**src/rtl/dac_sample_sequencer.sv**
```systemverilog
// dac_sample_sequencer
//   Streams 10-bit samples from the register interface to the parallel DAC
//   pins at a programmable sample rate. It also handles DAC power sequencing
//   (power-down, wake delay, run, orderly stop). Samples are buffered in an
//   internal FIFO of depth 2**FIFO_AW.
//
// Ports
//   Bus2IP_Clk, Bus2IP_Reset : clock, synchronous active-high reset
//   ctrl_enable              : 1 = power up and stream, 0 = stop and power down
//   clk_div                  : sample period = 2*(clk_div+1) clocks
//   fmt_twos                 : sample format flag, forwarded to dac_format
//   wr_valid/wr_data/wr_ready: sample write handshake into the FIFO
//   fifo_level               : FIFO occupancy, 0..2**FIFO_AW
//   underflow/underflow_clr  : sticky "period began with empty FIFO" flag
//   busy                     : sequencer is not in OFF
//   dac_*                    : DAC pin drives
module dac_sample_sequencer #(
    parameter int FIFO_AW     = 4,
    parameter int WAKE_CYCLES = 1000
) (
    input  logic               Bus2IP_Clk,
    input  logic               Bus2IP_Reset,
    input  logic               ctrl_enable,
    input  logic [15:0]        clk_div,
    input  logic               fmt_twos,
    input  logic               wr_valid,
    input  logic [9:0]         wr_data,
    output logic               wr_ready,
    output logic [FIFO_AW:0]   fifo_level,
    output logic               underflow,
    input  logic               underflow_clr,
    output logic               busy,
    output logic [9:0]         dac_data,
    output logic               dac_dclk,
    output logic               dac_pwrdn,
    output logic               dac_pinmd,
    output logic               dac_clkmd,
    output logic               dac_format
);

    localparam int DEPTH  = 2 ** FIFO_AW;
    localparam int WAKE_W = $clog2(WAKE_CYCLES) + 1;

    typedef enum logic [1:0] {
        ST_OFF,
        ST_WAKE,
        ST_RUN,
        ST_STOP
    } state_t;

    state_t              state;
    logic [WAKE_W-1:0]   wake_cnt;
    logic [16:0]         phase;
    logic [15:0]         div_lat;
    logic                stop_pend;

    logic [9:0]          mem [DEPTH];
    logic [FIFO_AW-1:0]  wr_ptr;
    logic [FIFO_AW-1:0]  rd_ptr;

    logic                push;
    logic                pop;
    logic                flush;
    logic [16:0]         rise_pt;
    logic [16:0]         end_pt;

    function automatic logic [9:0] midscale(input logic twos);
        return twos ? 10'h000 : 10'h200;
    endfunction

    // Occupancy never exceeds DEPTH, so the top level bit alone flags "full".
    assign wr_ready  = ~fifo_level[FIFO_AW];
    assign push      = wr_valid & wr_ready;
    // Pop decision uses the registered level, so a word written this cycle
    // can never be popped in the same cycle.
    assign pop       = (state == ST_RUN) && (phase == 17'd0) && (fifo_level != '0);
    assign flush     = (state == ST_STOP);

    // 17-bit phase arithmetic: clk_div = 16'hFFFF gives end_pt = 131071.
    assign rise_pt   = {1'b0, div_lat} + 17'd1;
    assign end_pt    = {div_lat, 1'b1};

    assign busy      = (state != ST_OFF);
    assign dac_pinmd = 1'b1;
    assign dac_clkmd = 1'b0;

    // Sample storage carries data only; it needs no reset.
    always_ff @(posedge Bus2IP_Clk) begin
        if (push) begin
            mem[wr_ptr] <= wr_data;
        end
    end

    always_ff @(posedge Bus2IP_Clk) begin
        if (Bus2IP_Reset || flush) begin
            wr_ptr     <= '0;
            rd_ptr     <= '0;
            fifo_level <= '0;
        end else begin
            if (push) wr_ptr <= wr_ptr + 1'b1;
            if (pop)  rd_ptr <= rd_ptr + 1'b1;
            case ({push, pop})
                2'b10:   fifo_level <= fifo_level + 1'b1;
                2'b01:   fifo_level <= fifo_level - 1'b1;
                default: fifo_level <= fifo_level;
            endcase
        end
    end

    always_ff @(posedge Bus2IP_Clk) begin
        if (Bus2IP_Reset) begin
            state      <= ST_OFF;
            wake_cnt   <= '0;
            phase      <= '0;
            div_lat    <= '0;
            stop_pend  <= 1'b0;
            dac_data   <= 10'h200;
            dac_dclk   <= 1'b0;
            dac_pwrdn  <= 1'b1;
            dac_format <= 1'b0;
            underflow  <= 1'b0;
        end else begin
            dac_format <= fmt_twos;

            // A set later in this block overrides the clear.
            if (underflow_clr) underflow <= 1'b0;

            case (state)
                ST_OFF: begin
                    dac_pwrdn <= 1'b1;
                    dac_dclk  <= 1'b0;
                    dac_data  <= midscale(fmt_twos);
                    stop_pend <= 1'b0;
                    if (ctrl_enable) begin
                        state     <= ST_WAKE;
                        wake_cnt  <= WAKE_W'(WAKE_CYCLES - 1);
                        dac_pwrdn <= 1'b0;
                    end
                end

                ST_WAKE: begin
                    if (!ctrl_enable) begin
                        state     <= ST_OFF;
                        dac_pwrdn <= 1'b1;
                    end else if (wake_cnt == '0) begin
                        state <= ST_RUN;
                        phase <= '0;
                    end else begin
                        wake_cnt <= wake_cnt - 1'b1;
                    end
                end

                ST_RUN: begin
                    // A drop of enable is remembered so the period still runs out.
                    if (!ctrl_enable) stop_pend <= 1'b1;

                    if (phase == 17'd0) begin
                        div_lat  <= clk_div;
                        dac_dclk <= 1'b0;
                        phase    <= 17'd1;
                        if (fifo_level != '0) begin
                            dac_data <= mem[rd_ptr];
                        end else begin
                            underflow <= 1'b1;
                        end
                    end else if (phase == end_pt) begin
                        phase <= '0;
                        if (stop_pend || !ctrl_enable) state <= ST_STOP;
                    end else begin
                        phase <= phase + 1'b1;
                    end

                    // With clk_div = 0 the rise point coincides with period end.
                    if ((phase != 17'd0) && (phase == rise_pt)) dac_dclk <= 1'b1;
                end

                ST_STOP: begin
                    dac_data  <= midscale(fmt_twos);
                    dac_dclk  <= 1'b0;
                    dac_pwrdn <= 1'b1;
                    stop_pend <= 1'b0;
                    state     <= ST_OFF;
                end

                default: state <= ST_OFF;
            endcase
        end
    end

endmodule

```
**config.mk**
```make
export PLATFORM = sky130hd
export DESIGN_NAME = dac_sample_sequencer
export DESIGN_NICKNAME = d
export VERILOG_FILES = /design/src/rtl/dac_sample_sequencer.sv
export SDC_FILE = /design/constraint.sdc
export NUM_CORES = 1
export LEC_CHECK = 0
export ABC_AREA = 1
export CAP_MARGIN = 20
export CORE_ASPECT_RATIO = 1.25
export CORE_MARGIN = 2
export CORE_UTILIZATION = 55
export DETAILED_ROUTE_END_ITERATION = 8
export PLACE_DENSITY = 0.74
export SKIP_CTS_REPAIR_TIMING = 1
export SLEW_MARGIN = 10
export SYNTH_ARGS = -nofsm -noshare
export SYNTH_HDL_FRONTEND = slang
export SYNTH_SLANG_ARGS = --single-unit
```
**constraint.sdc**
```tcl
create_clock -name Bus2IP_Clk -period 3.99 [get_ports Bus2IP_Clk]
set_input_delay 0.399 -clock Bus2IP_Clk [delete_from_list [all_inputs] [get_ports Bus2IP_Clk]]
set_output_delay 0.399 -clock Bus2IP_Clk [all_outputs]
set_load 0.05 [all_outputs]
```
# [After elaboration in Yosys (flattened, before gate mapping)]
# Memory sizes are Yosys's and may differ from the RTL's. A register that Yosys moved wholly into a read port is not among the register bits.
# Index checks and enable logic that the tools add are counted.
[totals] reg_bits=74 latchBits=0 ramBits=160 romBits=0 inputBits=32 memories=1
[memory_table] memory="mem" depth=16 width=10 read_ports=1 rd_clocked_by_memory_dff=1 write_ports=1 line_no="57" text="logic [9:0] mem [DEPTH];"
[classes] addsub=7 multipliers=0 div_mod_pow=0 order_cmp=0 eq_ne=20 shift=0 mux=36 bitwise_logic=2 reduce_logical=26
[ops] op="$mux W17" count=4
[ops] op="$eq A17 B17 Y1" count=2
[ops] op="$pmux W17 S2" count=1
[ops] op="$mux W11" count=3
[ops] op="$mux W10" count=3
[ops] op="$pmux W11 S2" count=1
[ops] op="$pmux W10 S2" count=1
[ops] op="$add A16 B1 Y17 const B" count=1
[ops] op="$add A17 B1 Y17 const B" count=1
[ops] op="$logic_not A17 Y1" count=1
[ops] op="$reduce_bool A17 Y1" count=1
[ops] op="$ne A2 B2 Y1 const B" count=7
[ops] op="$mux W2" count=6
[ops] op="$logic_not A11 Y1" count=1
[ops] op="$sub A11 B1 Y11 const B" count=1
[ops] op="$mux W1" count=10
[ops] op="$pmux W5 S2" count=1
[ops] op="$reduce_bool A2 Y1" count=5
[ops] op="$add A4 B1 Y4 const B" count=2
[ops] op="$mux W4" count=2
[ops] op="$ne A2 B1 Y1 const B" count=4
[ops] op="$pmux W2 S4" count=1
[ops] op="$reduce_and A2 Y1" count=4
[ops] op="$eq A2 B2 Y1 const B" count=3
[ops] op="19 further kinds" count=25

# [Longest topological paths before layout]
[logic_depth] ltp_word=6 depth_mapped=20

# [Worst setup path before layout]
# OpenSTA, ideal clock, no wires.
[synth_timing] path_kind="reg2reg" startpoint="register fifo_level[4]" endpoint="register fifo_level[4]" setup_ns=0.067 arrival_ns=2.454 required_time_ns=3.923 path_slack_ns=1.470 stages_incl_launch_ff=17 n_path_buf=1 period_less_slack_ns=2.520 path_cell_list="dfxtp_1 -> inv_2 -> nand2_1 -> nor4_2 -> nor2_2 -> buf_6 -> ha_1 -> xor2_1 -> ha_1 -> inv_1 -> nand2_1 -> nand2_1 -> nand2_1 -> nand2_1 -> nand2_1 -> nand2_1 -> a21oi_2"
[synth_via] elab_chain_cells=4 elab_cells_between_ends=10 classes_between="add/sub: 2; eq/ne: 2; mux: 1; bitwise: 2; reduce/logical: 3"
[synth_lines] element="start: declaration" line_no="29" text="output logic [FIFO_AW:0] fifo_level,"
[synth_lines] element="start signal: assignment" line_no="103" text="2'b10: fifo_level <= fifo_level + 1'b1;"
[synth_lines] element="start signal: assignment" line_no="104" text="2'b01: fifo_level <= fifo_level - 1'b1;"
[synth_lines] element="start signal: assignment" line_no="105" text="default: fifo_level <= fifo_level;"
[synth_lines] element="$not A1 Y1 *" line_no="72" text="assign wr_ready = ~fifo_level[FIFO_AW];"
[synth_lines] element="net wr_ready" line_no="28" text="output logic wr_ready,"
[synth_lines] element="$and A1 B1 Y1 *" line_no="73" text="assign push = wr_valid & wr_ready;"
[synth_lines] element="$eq A2 B1 Y1 or $eq A2 B2 Y1 (tied branches)" line_no="102" text="case ({push, pop})"
[synth_lines] element="$pmux W5 S2 or $reduce_bool A2 Y1 (tied branches)"
# Mark *: on every way through the listed nets, which the timed path passes. The rest lies on a longest branch.
# A chain may end at the register's enable or synchronous reset.

# [Worst setup path after layout]
[layout_timing] startpoint="register phase[0]" endpoint="register fifo_level[4]"
[layout_via] elab_chain_cells=5 elab_cells_between_ends=7 classes_between="eq/ne: 2; mux: 1; reduce/logical: 4"
[layout_lines] element="start: declaration" line_no="53" text="logic [16:0] phase;"
[layout_lines] element="start signal: assignment" line_no="170" text="phase <= phase + 1'b1;"
[layout_lines] element="$logic_not A17 Y1 *" line_no="76" text="assign pop = (state == ST_RUN) && (phase == 17'd0) && (fifo_level != '0);"
[layout_lines] element="$logic_and A1 B1 Y1 * (2 in a row)" line_no="76"
[layout_lines] element="$eq A2 B1 Y1 or $eq A2 B2 Y1 (tied branches)" line_no="102"
[layout_lines] element="$pmux W5 S2 or $reduce_bool A2 Y1 (tied branches)"
# Mark *: on every way between the ends. The rest lies on a longest branch, timed or not.

==> flow_summary.ini <==
[synth]
postSynthNetCount = 1213
synthDominantCellAreaShare_pct = 42.6
synth_edf_count = 160
ys_types = 50
yosysTopAreaCell = edfxtp_1
syn_inst = 1165
synth_seq_cells = 238
synthArstFlopShare_pct = 0
ys_warn_count = 0
syn_area_per_cell_um2 = 9.69
synth-main-ff-cell = edfxtp_1
synth-seq-area-share_pct = 56.4
synth_area_um2 = 11300
synth_area_leaders = edfxtp_1, dfxtp_1, nand2_1, o21ai_0, a21oi_1

[run]
cap_violations = 0

[power]
max-vdd-ir-drop_mv = 0.389
p_leak_nw = 4.62
power_density_nw_per_um2 = 572

[final_layout]
area_growth_pct = 12.5
finalNetCount = 1244
drive_above_1_share_pct = 8.66
antenna_cells = 0
layout_commonest_cell = nand2_1
final_cell_mix = nand2_1, edfxtp_1, inv_1, o21ai_0, a21oi_1

[timing]
post-route-min-period_ps = 2710
worst_pin_slew_ps = 947
rsz0062_at_grt = no
final_hold_viol_count = 0
fin_tns_setup_ps = 0
hold_slack_ps = 471
finClkSkew_ps = 14.0
drv_slew = 0
slew_headroom_pct = 36.7
fmax_mhz = 369
setup-violations-final = 0
period_share_pct = 67.9

[route]
drt_iter0_drc = 659
drt-vias-per-instance = 5.48
dr.pass1.iters = 5
drc = 0
wl_um = 24900
num_vias = 8132
drtAntennaViolNets = 0
post_drt_wl_per_cell_um = 16.8

[clock_network]
root_buffer = clkbuf_16
clk_pin_slew_ps = 60
cts_max_path_buffers = 3
cts_sinks = 238
insertion_delay_ps = 520
cts_tree = built
htree_levels = 1
cts-buffers-inserted = 25

[worst_setup_path]
path_max_fanout = 11
required_ps = 4440
crit_chain = inv_1, ha_1, inv_1, nor2_1, nand2_1, nor2_4, nand3_2, nor2_2, ha_1, xor2_1, ha_1, inv_1, nand2_1, nand2_1, nand2_1, nand2_1, nand2_1, nand2_1, a21oi_2
cpMostUsedCell = nand2_1
max_stage_delay_ps = 350
arrival_ps = 3160
ff2ff_path_depth = 19
startpoint_type = flip-flop
rr_startpoint = phase[0]
rrSetupSlack_ps = 1280
critical_path_class = flip-flop to flip-flop
cp-end-kind = flip-flop
slowest_stage = dfxtp_1
regToRegEndpoint = fifo_level[4]

[global_route]
grt_max_degree = 82
grt_pass1_vias = 7677
overflow = 0
grt_usage_pct = 23.1
grt_pass1_wl_um = 39700
antenna_found_initial = 0

[floorplan]
ios = 55
start_util_pct = 56.1
die-height_um = 164
die_w_um = 132
core_um2 = 20100
dieArea_um2 = 21700
num_rows = 58

[min_path]
min_to = rd_ptr[3]
min_path_cells = 2
worst_hold_path_type = flip-flop to flip-flop
hold_start = rd_ptr[3]

[placement]
routabilityCongestion = 0.899
dp_hpwl_um = 16900
portBuffers = 52

[outcome]
status = complete, no violations
-- layout make-up --
| class | instances | area, µm² |
|---|---|---|
| Clock inverter | 16 | 154 |
| Timing Repair Buffer | 59 | 586 |
| Fill cell | 1653 | 7410 |
| Sequential cell | 238 | 6370 |
| Inverter | 139 | 523 |
| Multi-Input combinational cell | 733 | 4080 |
| Tap cell | 270 | 338 |
| Clock buffer | 28 | 647 |
-- routing by layer --
metal / global-route usage [%] / vias up / part of all wire [%]
li1: - / 4050 / -
met1: 27.9 / 3803 / 40
met2: 42.9 / 226 / 52
met3: 3.09 / 53 / 5.3
met4: 7.21 / 0 / 3.0
met5: 0 / - / 0
-- state kept, by name, summed over array words and instances, names as in the netlist, named ones only --
name / flops
mem: 160
phase: 17
div_lat: 16
wake_cnt: 11
dac_data: 10
fifo_level: 5
rd_ptr: 4
wr_ptr: 4
dac_dclk: 1
dac_format: 1
dac_pwrdn: 1
state: 1
stop_pend: 1
underflow: 1
-- where the power goes --
| part | switching, mW | leakage (nW) | internal [mW] | total [mW] |
|---|---|---|---|---|
| logic | 1.28 | 2.14 | 0.657 | 1.94 |
| clock network | 0.961 | 0.397 | 1.31 | 2.27 |
| registers | 0.213 | 2.08 | 2.84 | 3.05 |
| total | 2.46 | 4.62 | 4.80 | 7.26 |
-- how the worst max path moves through the flow --
stage	from	to	slack [ps]	cells after the start
global route	phase[0]	fifo_level[4]	1000	19
floorplan	fifo_level[4]	fifo_level[4]	1470	16
finish	phase[0]	fifo_level[4]	1280	19
detailed placement	phase[0]	fifo_level[4]	1300	19
global placement	phase[0]	fifo_level[4]	1410	19
CTS	phase[0]	fifo_level[4]	1280	19
-- cells in the mapped netlist (all sizes together) (24+ instances only) --
cell,instances
a21oi,99
buf,32
dfxtp,78
edfxtp,160
inv,137
mux2i,38
nand2,172
nand3,45
nand4,28
nor2,111
nor3,24
o21ai,124
-- worst max-delay path, delay by kind of cell (launching register included) --
kind	cells	cell delay, ps
simple gates	11	1130
fa+ha+maj	3	660
flops	1	350
xor+xnor	1	210
buf+inv	3	200
compound gates	1	100
-- metrics by stage --
step	power [mW]	setup slack [ps]	instance area [µm²]	utilization, %	std cells
CTS	7.28	1280	12700	63.2	1483
detailed placement	5.02	1300	11900	59.2	1439
finish	7.26	1280	12700	63.2	1483
floorplan	4.49	1470	11300	-	1165
global placement	4.99	1410	11900	59.2	1439
global route	7.63	1000	12700	63.2	1483
-- logic make-up after synthesis --
logic type | count (synthesis) | share of synthesized area [%]
simple gates | 390 | 16.4
xor+xnor | 32 | 2.55
flops | 238 | 56.4
fa+ha+maj | 16 | 1.77
compound gates | 255 | 12.0
other cells | 2 | 0.0665
mux | 38 | 3.37
buf+inv | 194 | 7.45
(Power assumes the default switching activity.)
